==> config.mk <==
export PLATFORM = sky130hd
export DESIGN_NAME = pmips_hazard_unit
export DESIGN_NICKNAME = d
export VERILOG_FILES = /design/src/rtl/pmips_pkg.sv /design/src/rtl/pmips_fwd_mux.sv /design/src/rtl/pmips_hazard_unit.sv
export SDC_FILE = /design/constraint.sdc
export NUM_CORES = 1
export LEC_CHECK = 0
export ABC_AREA = 0
export BUFFER_PORTS_ARGS = -buffer_cell sky130_fd_sc_hd__clkbuf_2
export CAP_MARGIN = 0
export CORE_MARGIN = 3
export CORE_UTILIZATION = 30
export CTS_CLUSTER_SIZE = 10
export DETAILED_ROUTE_END_ITERATION = 7
export PLACE_DENSITY = 0.58
export SLEW_MARGIN = 20
export SYNTH_ARGS = -nofsm -noshare
export SYNTH_HDL_FRONTEND = slang
export SYNTH_SLANG_ARGS = --single-unit
==> constraint.sdc <==
create_clock -name clock -period 6.12 [get_ports clock]
set_input_delay 0.306 -clock clock [delete_from_list [all_inputs] [get_ports clock]]
set_output_delay 0.306 -clock clock [all_outputs]
set_load 0.005 [all_outputs]
==> src/rtl/pmips_pkg.sv <==
// Shared constants, slot record and match helper for the pmips hazard/forwarding logic.
// All register fields are held at SLOT_AW bits so one slot type serves every RAW <= SLOT_AW.
package pmips_pkg;

   localparam logic [1:0] FWD_REG = 2'd0;
   localparam logic [1:0] FWD_MEM = 2'd1;
   localparam logic [1:0] FWD_WB  = 2'd2;

   localparam int SLOT_AW = 8;

   typedef logic [SLOT_AW-1:0] reg_addr_t;

   typedef struct packed {
      logic      valid;
      logic      wen;
      reg_addr_t dst;
      logic      load;
      reg_addr_t rs1;
      reg_addr_t rs2;
      logic      use1;
      logic      use2;
   } slot_t;

   localparam slot_t SLOT_BUBBLE = '0;

   // True when a producer slot writes the register a consumer actually reads.
   function automatic logic slot_match(
      input logic      valid,
      input logic      wen,
      input reg_addr_t dst,
      input reg_addr_t src,
      input logic      use_bit,
      input logic      r0_zero
   );
      return valid && wen && use_bit && (dst == src) && !(r0_zero && (src == '0));
   endfunction

endpackage

==> src/rtl/pmips_fwd_mux.sv <==
// Three-way operand select for one ALU input: register file, EX/MEM result or WB data.
module pmips_fwd_mux
   import pmips_pkg::*;
#(
   parameter int DW = 16
) (
   input  logic [1:0]    sel,
   input  logic [DW-1:0] reg_data,
   input  logic [DW-1:0] mem_data,
   input  logic [DW-1:0] wb_data,
   output logic [DW-1:0] operand
);

   // The unused encoding falls back to the register-file value.
   always_comb begin
      operand = reg_data;
      case (sel)
         FWD_MEM: operand = mem_data;
         FWD_WB:  operand = wb_data;
         default: operand = reg_data;
      endcase
   end

endmodule

==> src/rtl/pmips_hazard_unit.sv <==
// Load-use stall, branch flush and EX operand forwarding for the five-stage MIPS-lite core.
// Tracks the destination of each in-flight instruction in EX, MEM and WB slots.
module pmips_hazard_unit
   import pmips_pkg::*;
#(
   parameter int DW      = 16,
   parameter int RAW     = 3,
   parameter int CW      = 16,
   parameter int R0_ZERO = 1
) (
   input  logic           clock,
   input  logic           reset,
   input  logic           id_valid,
   input  logic [RAW-1:0] id_rs1,
   input  logic [RAW-1:0] id_rs2,
   input  logic           id_use1,
   input  logic           id_use2,
   input  logic           id_wen,
   input  logic [RAW-1:0] id_wdst,
   input  logic           id_load,
   input  logic           ex_taken,
   input  logic [DW-1:0]  ex_rdata1,
   input  logic [DW-1:0]  ex_rdata2,
   input  logic [DW-1:0]  mem_result,
   input  logic [DW-1:0]  wb_wdata,
   output logic           stall,
   output logic           flush,
   output logic [1:0]     fwd1,
   output logic [1:0]     fwd2,
   output logic [DW-1:0]  ex_opa,
   output logic [DW-1:0]  ex_opb,
   output logic [CW-1:0]  stall_cnt,
   output logic [CW-1:0]  flush_cnt
);

   localparam logic          R0_Z    = (R0_ZERO != 0);
   localparam logic [CW-1:0] CNT_MAX = '1;

   slot_t     ex_q;
   slot_t     mem_q;
   slot_t     wb_q;
   slot_t     ex_d;
   reg_addr_t id_rs1_x;
   reg_addr_t id_rs2_x;
   logic      ex_hit1;
   logic      ex_hit2;
   logic      load_use;
   logic      mem_hit1;
   logic      mem_hit2;
   logic      wb_hit1;
   logic      wb_hit2;
   logic      wb_fields_unused;

   assign id_rs1_x = reg_addr_t'(id_rs1);
   assign id_rs2_x = reg_addr_t'(id_rs2);

   // A load in EX cannot feed the instruction in ID until it reaches MEM.
   assign ex_hit1  = slot_match(ex_q.valid, ex_q.wen, ex_q.dst, id_rs1_x, id_use1, R0_Z);
   assign ex_hit2  = slot_match(ex_q.valid, ex_q.wen, ex_q.dst, id_rs2_x, id_use2, R0_Z);
   assign load_use = id_valid && ex_q.load && (ex_hit1 || ex_hit2);

   assign flush = ex_taken;
   assign stall = load_use && !ex_taken;

   // Load data is not yet available in MEM, so a MEM load never forwards.
   assign mem_hit1 = slot_match(mem_q.valid, mem_q.wen, mem_q.dst, ex_q.rs1, ex_q.use1, R0_Z)
                     && !mem_q.load;
   assign mem_hit2 = slot_match(mem_q.valid, mem_q.wen, mem_q.dst, ex_q.rs2, ex_q.use2, R0_Z)
                     && !mem_q.load;
   assign wb_hit1  = slot_match(wb_q.valid, wb_q.wen, wb_q.dst, ex_q.rs1, ex_q.use1, R0_Z);
   assign wb_hit2  = slot_match(wb_q.valid, wb_q.wen, wb_q.dst, ex_q.rs2, ex_q.use2, R0_Z);

   always_comb begin
      fwd1 = FWD_REG;
      fwd2 = FWD_REG;
      if (mem_hit1) begin
         fwd1 = FWD_MEM;
      end else if (wb_hit1) begin
         fwd1 = FWD_WB;
      end
      if (mem_hit2) begin
         fwd2 = FWD_MEM;
      end else if (wb_hit2) begin
         fwd2 = FWD_WB;
      end
   end

   always_comb begin
      ex_d = SLOT_BUBBLE;
      if (!(stall || flush)) begin
         ex_d.valid = id_valid;
         ex_d.wen   = id_wen;
         ex_d.dst   = reg_addr_t'(id_wdst);
         ex_d.load  = id_load;
         ex_d.rs1   = id_rs1_x;
         ex_d.rs2   = id_rs2_x;
         ex_d.use1  = id_use1;
         ex_d.use2  = id_use2;
      end
   end

   always_ff @(posedge clock or posedge reset) begin
      if (reset) begin
         ex_q  <= SLOT_BUBBLE;
         mem_q <= SLOT_BUBBLE;
         wb_q  <= SLOT_BUBBLE;
      end else begin
         ex_q  <= ex_d;
         mem_q <= ex_q;
         wb_q  <= mem_q;
      end
   end

   // Event counters stick at all-ones rather than wrapping.
   always_ff @(posedge clock or posedge reset) begin
      if (reset) begin
         stall_cnt <= '0;
         flush_cnt <= '0;
      end else begin
         if (stall && (stall_cnt != CNT_MAX)) begin
            stall_cnt <= stall_cnt + CW'(1);
         end
         if (flush && (flush_cnt != CNT_MAX)) begin
            flush_cnt <= flush_cnt + CW'(1);
         end
      end
   end

   // The WB slot only ever acts as a producer; its source fields ride along unused.
   assign wb_fields_unused = ^{wb_q.rs1, wb_q.rs2, wb_q.use1, wb_q.use2, wb_q.load};

   pmips_fwd_mux #(.DW(DW)) u_mux_a (
      .sel      (fwd1),
      .reg_data (ex_rdata1),
      .mem_data (mem_result),
      .wb_data  (wb_wdata),
      .operand  (ex_opa)
   );

   pmips_fwd_mux #(.DW(DW)) u_mux_b (
      .sel      (fwd2),
      .reg_data (ex_rdata2),
      .mem_data (mem_result),
      .wb_data  (wb_wdata),
      .operand  (ex_opb)
   );

endmodule

==> reports/results.ini <==
[power_and_ir_drop]
pwr_density_cell_nw_per_um2 = 219
switchingPower_mw = 0.260
p_clk_frac = 0.382
p_int_mw = 0.711
p_comb_frac = 0.160
p_leak_nw = 2.31
power_frac_seq = 0.459
switching_share = 0.267
vdd_drop_max_uv = 189
design_power_total_mw = 0.970

[drt]
drc_errors = 0
vias = 3125
wirelength_um = 9580
drtPass1Iterations = 4
viasPerCell = 4.94
wl_per_cell_um = 15.1
drt_iter0_drc = 133
ant_nets = 0

[placed_design]
place_hpwl_um = 7480
gp_congestion = 0.892
portBuffers = 150

[global_route]
grt_pass1_vias = 3111
grt_max_degree = 58
track_usage = 0.151
antenna_found_initial = 0
grt_remaining_overflow = 0
grt_pass1_wl_um = 15400

[sta]
fmax_mhz = 360
maxSlewViolCount = 0
worst_slew_pin_slew_ns = 1.05
finClkSkew_ns = 0.00792
finalCriticalPeriod_ns = 2.78
timing.hold.ws_ns = 0.138
period_share = 0.454
relSlewSlack = 0.298
setup_tns_ns = 0
finalHoldViolations = 0
setup_viol = 0
grt_setup_unrepaired = false

[logic_synthesis]
ys_ff_latch = 57
synthXorXnorAreaFrac = 0.110
muxShareOfSynthArea = 0.109
synthSimpleGateAreaFrac = 0.191
synth_top_family_by_area = simple AND/OR/NAND/NOR gates
yosysWarnings = 0
synthAdderAreaFrac = 0.00749
synth_edf_count = 0
synth-compound-area-share = 0.125
async_flop_share = 1.00
ys.flop_type = dfrtp_1
ys_seq_area_frac = 0.427
syn_area_um2 = 3340
synth_top_area_frac = 0.427
synth_cells = 345
syn_area_per_cell_um2 = 9.69
synth_fp_nets = 428
synth.area.top_cells = dfrtp_1 (43%), mux2i_1 (9.6%), xor2_1 (6.3%)
yosys.cell_types.count = 38
synth_top_cell_by_area = dfrtp_1

[worst_setup_path]
path_buf_inv = 0
critical_path_arrival_ns = 2.95
worstReg2RegStart = ex_q[20]
reg2regPathDepth = 5
crit_family = compound AO/OA/AOI/OAI gates
cp-end-kind = flip-flop
r2r_end = ex_q[0]
crit_fanout = 18
startpoint_type = flip-flop
cp_slowest_stage_delay_ns = 1.01
crit_chain = xor2_1 > nor3_1 > nand4_1 > a21oi_1 > nor3b_1
reg2reg_setup_slack_ns = 3.34
path_class = reg -> reg
crit_slowest_cell = a21oi_1
worstPathRequired_ns = 6.29

[cells_and_area]
nets = 575
diodes = 0
synthToLayoutAreaGrowth_pct = 32.3
multi_input_area_um2 = 1820
drive_gt1_frac = 0.358
fillers = 1065
seqCellArea_um2 = 1430

[clocking]
root_buffer = clkbuf_8
cts_buffers = 9
cts_resized = 0
h-tree-depth = 3
cts_buffer_depth = 2
cts.sinks = 57
clk_pin_slew_ns = 0.07
clock_latency_ns = 0.34
cts_hold_buf = 0
cts_setup_buffers = 0
cts_tree = built

[floorplan]
initial_core_util = 0.317
die_w_um = 112
ios = 151
dieArea_um2 = 12400
core_um2 = 10600
num_rows = 37
dieHeight_um = 112

[flow_run]
cap_violations = 0

[outcome]
status = complete, no violations

[min_path]
hold_class = in -> async

==> routing by layer <==
metal | GRT usage | vias up | share of wire
li1 | - | 1530 | -
met2 | 0.251 | 142 | 0.47
met3 | 0.0451 | 15 | 0.087
met4 | 0.0487 | 0 | 0.018
met5 | 0 | - | 0
met1 | 0.188 | 1438 | 0.42
==> cell families (layout without fill, tap and decap cells) <==
group           count (synthesis)  after routing
compound gates                 64             64
flops                          57             57
xor+xnor                       42             42
simple gates                  122            122
buf+inv                        22            174
fa+ha+maj                       2              2
mux                            36             36
==> cells in the final DEF (no fill, tap or decap), types with 7 or more instances in the layout <==
master / n
a2111oi_1: 7
a211oi_1: 7
a21oi_1: 37
and3_1: 9
clkbuf_2: 150
clkbuf_8: 12
dfrtp_1: 57
mux2i_1: 32
nand2_1: 14
nand3_1: 15
nand4_1: 11
nor2_1: 40
nor3b_1: 13
xnor2_1: 18
xor2_1: 24
==> layout make-up <==
type | instances | area share
Tap cell | 136 | 0.0385
Inverter | 4 | 0.00339
Clock buffer | 12 | 0.0373
Timing Repair Buffer | 154 | 0.177
Clock inverter | 4 | 0.0113
Multi-Input combinational cell | 266 | 0.410
Sequential cell | 57 | 0.322
==> synthesized netlist by cell type, types with 4 or more instances <==
library cell	number
nand2_1	14
nand4_1	11
mux2i_1	32
dfrtp_1	57
a211oi_1	7
and2_1	5
xnor2_1	18
a2111oi_1	7
a21oi_1	37
nor3b_1	13
inv_1	4
buf_2	5
xor2_1	24
and3_1	9
nand3_1	15
nor2_1	40
clkbuf_1	10
and4_1	5
==> how the worst max path moves through the flow <==
stage / from / to / slack [ns] / depth (start not counted)
after detailed placement: ex_q[20] / ex_q[4] / 3.33 / 5
after global routing: ex_q[20] / ex_q[10] / 2.97 / 5
after CTS: ex_q[4] / ex_opb[1] / 3.30 / 6
final: ex_q[20] / ex_q[0] / 3.34 / 5
after global placement: ex_q[20] / ex_q[1] / 3.41 / 5
after floorplan: ex_q[20] / stall_cnt[12] / 4.03 / 5
==> worst min-delay path, delay by kind of cell <==
| kind | cells | cell delay (ns) |
|---|---|---|
| buffers and inverters | 3 | 0.66 |
==> power groups by stage <==
stage                     logic, mW  clock network, mW  registers (mW)
after detailed placement      0.157                  0           0.450
after global routing          0.174              0.397           0.451
after floorplan              0.0761                  0           0.446
after global placement        0.154                  0           0.450
final                         0.155              0.370           0.445
after CTS                     0.157              0.379           0.445
==> registers in the layout, indices dropped and copies added, names as in the netlist <==
register,flops
wb_q,5
stall_cnt,16
ex_q,14
mem_q,6
flush_cnt,16
==> stage by stage <==
| stage | utilization | instances | area (um^2) | setup slack, ns |
|---|---|---|---|---|
| 2_1_floorplan | - | 345 | 3340 | 4.03 |
| 3_3_place_gp | 0.399 | 617 | 4210 | 3.41 |
| 3_5_place_dp | 0.399 | 617 | 4210 | 3.33 |
| 4_1_cts | 0.419 | 633 | 4420 | 3.30 |
| 5_1_grt | 0.419 | 633 | 4420 | 2.97 |
| 6_report | 0.419 | 633 | 4420 | 3.34 |
No activity file was read; power rests on OpenSTA's default activity.
